--- config.mk ---
export PLATFORM = sky130hd
export DESIGN_NAME = icache_fetch_ctrl
export DESIGN_NICKNAME = d
export VERILOG_FILES = /design/src/rtl/icache_fetch_ctrl.sv
export SDC_FILE = /design/constraint.sdc
export NUM_CORES = 2
export LEC_CHECK = 0
export ABC_AREA = 1
export BUFFER_PORTS_ARGS = -buffer_cell sky130_fd_sc_hd__buf_2
export CAP_MARGIN = 40
export CORE_MARGIN = 4
export CORE_UTILIZATION = 30
export DETAILED_ROUTE_END_ITERATION = 10
export HOLD_SLACK_MARGIN = 0.06
export PLACE_DENSITY_LB_ADDON = 0.3
export RECOVER_POWER = 100
export SETUP_SLACK_MARGIN = 0.1
export SLEW_MARGIN = 0
export SYNTH_ARGS = -nofsm -noshare
export SYNTH_HDL_FRONTEND = slang
export SYNTH_SLANG_ARGS = --single-unit
--- constraint.sdc ---
create_clock -name clk -period 4.6 [get_ports clk]
set_input_delay 0.23 -clock clk [delete_from_list [all_inputs] [get_ports clk]]
set_output_delay 0.23 -clock clk [all_outputs]
set_load 0.1 [all_outputs]
--- src/rtl/icache_fetch_ctrl.sv ---
// icache_fetch_ctrl: direct-mapped L1 instruction cache with a word-serial line refill engine.
// Define ICACHE_STATS_EN to add saturating hit_cnt / miss_cnt counter ports.
module icache_fetch_ctrl #(
  parameter int unsigned ADDR_W     = 32,
  parameter int unsigned DATA_W     = 32,
  parameter int unsigned LINES      = 16,
  parameter int unsigned LINE_WORDS = 4
) (
  input  logic              clk,
  input  logic              rst,
  input  logic [ADDR_W-1:0] pc,
  input  logic              flush,
  output logic [DATA_W-1:0] instr,
  output logic              stall,
  output logic              mem_req,
  output logic [ADDR_W-1:0] mem_addr,
  input  logic              mem_ready,
  input  logic [DATA_W-1:0] mem_rdata
`ifdef ICACHE_STATS_EN
  ,
  output logic [31:0]       hit_cnt,
  output logic [31:0]       miss_cnt
`endif
);

  localparam int unsigned OFF_W   = $clog2(LINE_WORDS);
  localparam int unsigned IDX_W   = $clog2(LINES);
  localparam int unsigned LSB_W   = OFF_W + 2;
  localparam int unsigned TAG_LSB = IDX_W + LSB_W;
  localparam int unsigned TAG_W   = ADDR_W - TAG_LSB;
  localparam logic [OFF_W-1:0] LAST_BEAT = OFF_W'(LINE_WORDS - 1);

  typedef enum logic {
    IDLE,
    REFILL
  } state_e;

  state_e              state_q, state_d;
  logic [OFF_W-1:0]    beat_q, beat_d;
  logic [ADDR_W-1:0]   base_q, base_d;
  logic [LINES-1:0]    valid_q, valid_d;
  logic                mem_req_q, mem_req_d;
  logic [ADDR_W-1:0]   mem_addr_q, mem_addr_d;

  logic [DATA_W-1:0]   data_q [LINES][LINE_WORDS];
  logic [TAG_W-1:0]    tag_q  [LINES];
  logic                data_we;
  logic                tag_we;

  logic [OFF_W-1:0]    pc_off;
  logic [IDX_W-1:0]    pc_idx;
  logic [TAG_W-1:0]    pc_tag;
  logic [IDX_W-1:0]    ref_idx;
  logic [TAG_W-1:0]    ref_tag;
  logic                hit_c;
  logic                unused_pc_lsb;

  // Fetch address and latched refill base split into offset / index / tag.
  assign pc_off        = pc[LSB_W-1:2];
  assign pc_idx        = pc[TAG_LSB-1:LSB_W];
  assign pc_tag        = pc[ADDR_W-1:TAG_LSB];
  assign ref_idx       = base_q[TAG_LSB-1:LSB_W];
  assign ref_tag       = base_q[ADDR_W-1:TAG_LSB];
  assign unused_pc_lsb = ^pc[1:0];

  // Lookups only hit in IDLE; during a refill the target line is half-written.
  assign hit_c = (state_q == IDLE) && valid_q[pc_idx] && (tag_q[pc_idx] == pc_tag);
  assign stall = !hit_c;
  assign instr = hit_c ? data_q[pc_idx][pc_off] : '0;

  assign mem_req  = mem_req_q;
  assign mem_addr = mem_addr_q;

  always_comb begin
    state_d = state_q;
    beat_d  = beat_q;
    base_d  = base_q;
    valid_d = valid_q;
    data_we = 1'b0;
    tag_we  = 1'b0;

    unique case (state_q)
      IDLE: begin
        if (flush) begin
          valid_d = '0;
        end
        if (!hit_c) begin
          state_d = REFILL;
          beat_d  = '0;
          base_d  = {pc_tag, pc_idx, {LSB_W{1'b0}}};
        end
      end
      REFILL: begin
        // Flush aborts the refill and drops any beat accepted this cycle.
        if (flush) begin
          valid_d = '0;
          state_d = IDLE;
          beat_d  = '0;
        end else if (mem_ready) begin
          data_we = 1'b1;
          if (beat_q == LAST_BEAT) begin
            tag_we           = 1'b1;
            valid_d[ref_idx] = 1'b1;
            state_d          = IDLE;
            beat_d           = '0;
          end else begin
            beat_d = beat_q + OFF_W'(1);
          end
        end
      end
      default: begin
        state_d = IDLE;
        beat_d  = '0;
      end
    endcase

    mem_req_d  = (state_d == REFILL);
    mem_addr_d = mem_req_d ? (base_d + ADDR_W'({beat_d, 2'b00})) : '0;
  end

  always_ff @(posedge clk or negedge rst) begin
    if (!rst) begin
      state_q    <= IDLE;
      beat_q     <= '0;
      base_q     <= '0;
      valid_q    <= '0;
      mem_req_q  <= 1'b0;
      mem_addr_q <= '0;
    end else begin
      state_q    <= state_d;
      beat_q     <= beat_d;
      base_q     <= base_d;
      valid_q    <= valid_d;
      mem_req_q  <= mem_req_d;
      mem_addr_q <= mem_addr_d;
    end
  end

  // Data and tag arrays carry no reset; valid bits gate their use.
  always_ff @(posedge clk) begin
    if (data_we) begin
      data_q[ref_idx][beat_q] <= mem_rdata;
    end
    if (tag_we) begin
      tag_q[ref_idx] <= ref_tag;
    end
  end

`ifdef ICACHE_STATS_EN
  logic [31:0] hit_cnt_q, hit_cnt_d;
  logic [31:0] miss_cnt_q, miss_cnt_d;

  // Saturating event counters; flush clears them.
  always_comb begin
    hit_cnt_d  = hit_cnt_q;
    miss_cnt_d = miss_cnt_q;
    if (flush) begin
      hit_cnt_d  = '0;
      miss_cnt_d = '0;
    end else begin
      if (hit_c && (hit_cnt_q != 32'hFFFF_FFFF)) begin
        hit_cnt_d = hit_cnt_q + 32'd1;
      end
      if ((state_q == IDLE) && (state_d == REFILL) && (miss_cnt_q != 32'hFFFF_FFFF)) begin
        miss_cnt_d = miss_cnt_q + 32'd1;
      end
    end
  end

  always_ff @(posedge clk or negedge rst) begin
    if (!rst) begin
      hit_cnt_q  <= '0;
      miss_cnt_q <= '0;
    end else begin
      hit_cnt_q  <= hit_cnt_d;
      miss_cnt_q <= miss_cnt_d;
    end
  end

  assign hit_cnt  = hit_cnt_q;
  assign miss_cnt = miss_cnt_q;
`endif

endmodule

Yosys cells after proc, flatten, opt, wreduce, memory -nomap -nowiden
Memory sizes are Yosys's and may differ from the RTL's. Cells that the tools add are included.

RAM bits: 2432. Memories: 2. Flip-flop bits (word level): 83. Output and inout bits: 66.

Reduce and logical (&&, ||, !) cells: 6. Equality and inequality tests: 5. Order comparisons: 6. Add/sub/neg operators: 2. Bitwise gates (word level): 4. Mux-type cells: 39.

Memory list: data_q (depth 16, bits a word 128, read ports 1, clocked after Yosys merged registers in 0, wr ports 1, RTL line 45) `logic [DATA_W-1:0] data_q [LINES][LINE_WORDS];`; tag_q (depth 16, bits a word 24, read ports 1, clocked after Yosys merged registers in 0, wr ports 1, RTL line 46) `logic [TAG_W-1:0] tag_q [LINES];`.

Operator list (number): $mux 32 (7); $mux 128 (1); $bmux 32 s2 (1); $demux 32 s2 (1); $mux 16 (4); $add 32x4->32 (1); $pmux 16 s2 (1); $eq 24x24->1 (1); $mux 1 (16); $or 16x16->16 (1); $lt 4x5->1 const B (2); $mux 2 (4); $ge 3x3->1 const B (2); $not 2->3 (2); $bmux 1 s4 (1); $demux 1 s4 (1); $ge 4x1->1 const B (1); $logic_and 1x1->1 (4); $pmux 2 s2 (1); $lt 3x1->1 const B (1); $ne 3x2->1 const B (1); $ne 3x3->1 const B (1); $reduce_and 3->1 (1); $add 2x1->2 const B (1); other kinds (5) (5).

Logic depth before layout (Yosys ltp)
Depth in word-level cells: 9. Depth in mapped cells: 31. Depth with buffers taken out: 28.

Least setup slack after synthesis
No wires, ideal clock.

Path kind: register to output. From: register mem_req (netlist name). To: output port instr[15]. Buffers on the path: 2. Cell stages (with the launch flop): 10. Data arrival time: 5158 ps. Path slack: -788 ps. Cells stage by stage: dfrtp_1 -> inv_1 -> clkbuf_1 -> nand3_1 -> nor4_1 -> nand3_1 -> nor2_1 -> inv_1 -> clkbuf_1 -> a311oi_1.

RTL lines: end, declared (RTL line 13) `output logic [DATA_W-1:0] instr,`.

Worst setup path after layout
From: input port pc[4]. To: output port instr[0].

Word-level cells in the longest chain between the ends: 5. Elaborated cells between the ends (all ways): 11. Classes of those cells: 1 x eq/ne; 6 x mux; 2 x reduce/logical; 2 x memory.

RTL lines: start, declared (RTL line 11) `input logic [ADDR_W-1:0] pc,`; $mem_v2 16x128 or $bmux 1 s4 (tied branches); $bmux 32 s2 or $mux 1 (tied branches) (RTL line 69, 67); $mux 32 (implied by the code) or $logic_and 1x1->1 (tied branches) (2 in series) (RTL line 69, 67); $mux 32 (*) (RTL line 69) `assign instr = hit_c ? data_q[pc_idx][pc_off] : '0;`.

Mark *: on every way between the ends. The rest lies on a longest branch, timed or not. The select of a mux whose other input is x is not followed.

==> results.py <==
metrics = {
    "pwr": {
        "switchingPower_mw": 13.6,
        "p_leak_nw": 38.5,
        "power.density_nw_per_um2": 453,
        "swShare_pct": 25.8,
        "pwr-share-comb_pct": 9.9,
        "internal-power_mw": 39.2,
        "p_seq_share_pct": 50.5,
        "p_clk_share_pct": 39.6,
        "ir_drop_mv": 0.289,
    },
    "critical_path": {
        "critPathMaxFanout": 161,
        "crit_required_ns": 4.37,
        "cp_slowest_cell": "buf_4",
        "critical_path_buf_inv_count": 6,
        "critical_path_class": "primary input to primary output",
        "crit_chain": "buf_8 -> buf_4 -> buf_12 -> buf_4 -> nor2_1 -> o221ai_1 -> nand2_1 -> nand2_1 -> o211ai_1 -> and3_1 -> a311oi_1 -> clkbuf_1 -> buf_12",
        "critPathLaunchType": "primary input",
        "end_kind": "primary output",
        "max_stage_delay_ns": 0.57,
        "crit_family": "buffers and inverters",
        "arrival_ns": 4.12,
    },
    "floorplanning": {
        "fp.dieArea_um2": 345000,
        "rows": 212,
        "die_h_um": 587,
        "io_pins": 134,
        "core_area_um2": 334000,
        "dieWidth_um": 587,
        "start_util_pct": 30.2,
    },
    "synth": {
        "synthArstFlopShare_pct": 3.30,
        "ys_seq_area_share_pct": 74.6,
        "ys_ff_latch": 2515,
        "yosysTopAreaCell": "edfxtp_1",
        "synth_edf_count": 2432,
        "synth_warnings": 0,
        "synthesis.nets": 7921,
        "ys_types": 47,
        "avgSynthCellArea_um2": 12.8,
        "dominantRegCellSynth": "edfxtp_1",
        "synthTopCellsByArea": "edfxtp_1 73%, nand2_1 6.1%, a21oi_1 2.7%",
        "synth_top_area_share_pct": 72.6,
        "synth.cell_area_um2": 101000,
        "syn_inst": 7846,
    },
    "global_routing": {
        "track_usage_pct": 17.7,
        "antenna_found_initial": 17,
        "grt_overflow": 0,
        "grt_pass1_vias": 64500,
        "grt_first_pass_wirelength_um": 456000,
        "grt_max_degree": 192,
    },
    "detailed_routing": {
        "totalWireLength_um": 316000,
        "viasPerCell": 5.30,
        "vias": 66900,
        "wl_per_cell_um": 25.0,
        "dr.pass1.iters": 6,
        "ant_nets": 0,
        "drtIter0Drc": 7409,
        "drcViolationCount": 0,
    },
    "placement": {
        "dp_hpwl_um": 164000,
        "dp_cells": 12100,
        "gp_congestion": 0.871,
        "dpl_cell_area_um2": 109000,
        "port_buffers": 131,
    },
    "outcome": {
        "violations": "max-capacitance violations, max-slew violations",
        "status": "finished, violations left",
    },
    "sta": {
        "worstMarginPinSlew_ns": 3.39,
        "rsz0062_at_grt": "false",
        "slew_headroom_pct": -126,
        "period_share_pct": 94.6,
        "drv_slew": 3146,
        "whs_ns": 0.111,
        "finalSetupViolations": 0,
        "clock.fmax_mhz": 230,
        "period_minus_slack_ns": 4.35,
        "hold_viol": 0,
        "tns_ns": 0,
        "skew_ns": 0.0729,
    },
    "clocking": {
        "cts_sinks": 2515,
        "clk_latency_ns": 0.84,
        "tritoncts": "yes",
        "postCtsSetupBuffers": 0,
        "htree_levels": 5,
        "clk_pin_slew_worst_paths_ns": 0.06,
        "max-clock-path-buffers": 4,
        "cts_buffers": 269,
        "root_buffer": "clkbuf_16",
    },
    "job": {
        "max-cap-violations": 89,
    },
    "final_layout": {
        "instances_no_fill": 12600,
        "drive_gt1_share_pct": 8.81,
        "fill_cells": 32300,
        "fin_nets": 8108,
        "syn2layout_area_growth_pct": 15.9,
        "final_area_um2": 117000,
    },
    "min_path": {
        "hold_class": "primary input to register",
    },
}
==> worst min-delay path, cell delays in order <==
cell     delay (ns)
buf_8          0.18
buf_4          0.24
nand3_1        0.09
nand2_1        0.12
==> cells by family (layout without fill, tap and decap cells) <==
family | count (synthesis) | count (layout) | synth area share, %
simple gates | 2790 | 2790 | 11.1
flops | 2515 | 2515 | 74.6
compound gates | 1793 | 1793 | 11.2
buf+inv | 737 | 1122 | 2.94
fa+ha+maj | 7 | 7 | 0.0945
xor+xnor | 4 | 4 | 0.0348
other cells | 0 | 8 | 0
==> routing by layer <==
| layer | wire length, µm | up-vias | global-route usage, % |
|---|---|---|---|
| met5 | 34 | - | 0 |
| met4 | 10200 | 6 | 5.26 |
| met3 | 23700 | 520 | 2.59 |
| met2 | 145000 | 2703 | 28.1 |
| met1 | 137000 | 34200 | 25.1 |
| li1 | - | 29500 | - |
==> cell usage in the layout, fill, tap and decap left out, drive strengths merged, types with 2 or more instances in the layout <==
master,count
edfxtp,2432
nand2,1647
nor2,705
o21ai,552
a21oi,538
clkbuf,529
nand3,397
buf,211
inv,189
a221oi,186
o221ai,119
o22ai,112
clkinv,107
dfrtp,83
o211ai,72
a32o,69
dlygate4sd3,62
a311oi,36
a311o,35
o311ai,34
bufinv,20
a31oi,19
nor3,10
nand4,10
and3,9
diode,8
o31ai,6
o311a,6
ha,6
xor2,4
a211oi,4
or3,4
clkinvlp,4
nor4,3
a31o,3
or2,2
nor3b,2
==> cells in the mapped netlist (7+ instances only) <==
master,number
a21oi_1,538
a221oi_1,186
a311o_1,35
a311oi_1,36
a31oi_1,19
a32o_1,69
and3_1,9
buf_1,63
buf_2,42
buf_4,14
buf_6,12
clkbuf_1,430
dfrtp_1,83
edfxtp_1,2432
inv_1,173
nand2_1,1639
nand2_2,7
nand3_1,396
nand4_1,10
nor2_1,695
nor2_2,8
nor3_1,10
o211ai_1,72
o21ai_0,531
o21ai_1,21
o221ai_1,119
o22ai_1,112
o311ai_0,34
==> what timing repair did <==
| item | CTS | global route |
|---|---|---|
| endpoints found under the setup margin | 0 | 4 |
| gates resized for setup | 0 | 3 |
| endpoints found under the hold margin | 1497 | 0 |
| hold buffers | 63 | 0 |
==> path summary, 6_finish.rpt <==
check                      slack, ns      start            end  cells past startpoint
max in group asynchronous       1.45        rst    valid_q[10]                      4
max reg2reg                     0.26    mem_req  data_q[9][71]                      8
min in group asynchronous       1.23        rst   mem_addr[13]                      4
min                             0.11      pc[7]      base_q[7]                      4
min reg2reg                     0.46  base_q[0]      base_q[0]                      2
max                             0.25      pc[4]       instr[0]                     13
==> flip-flops by register name, indices dropped and copies added (netlist names) <==
signal / flops
data_q: 2048
valid_q: 16
tag_q: 384
mem_req: 1
mem_addr: 32
base_q: 32
beat_q: 2
==> metrics by stage <==
stage               setup WS [ns]  util (%)  total power, mW
global route               0.0737      34.9             54.6
detailed placement          0.418      32.6             32.4
global placement            0.394      32.5             32.3
finish                      0.246      35.0             52.8
CTS                         0.132      35.3             53.3
floorplan                  -0.788         -             30.1
==> final cells by class <==
cell class	count	area, µm²	area share, %
Antenna cell	8	20.0	0.0172
Clock buffer	325	6990	6.00
Clock inverter	144	1330	1.14
Inverter	176	701	0.601
Multi-Input combinational cell	4594	23000	19.7
Sequential cell	2515	75100	64.4
Tap cell	4387	5490	4.71
Timing Repair Buffer	477	3960	3.40
==> power by group through the flow <==
| stage | logic [mW] | registers [mW] | clock network (mW) |
|---|---|---|---|
| after global placement | 5.18 | 27.1 | 0 |
| after CTS | 5.36 | 26.6 | 21.3 |
| after global routing | 5.61 | 26.7 | 22.3 |
| after floorplan | 2.46 | 27.6 | 0 |
| final | 5.23 | 26.7 | 20.9 |
| after detailed placement | 5.29 | 27.1 | 0 |
(Power assumes the default switching activity.)
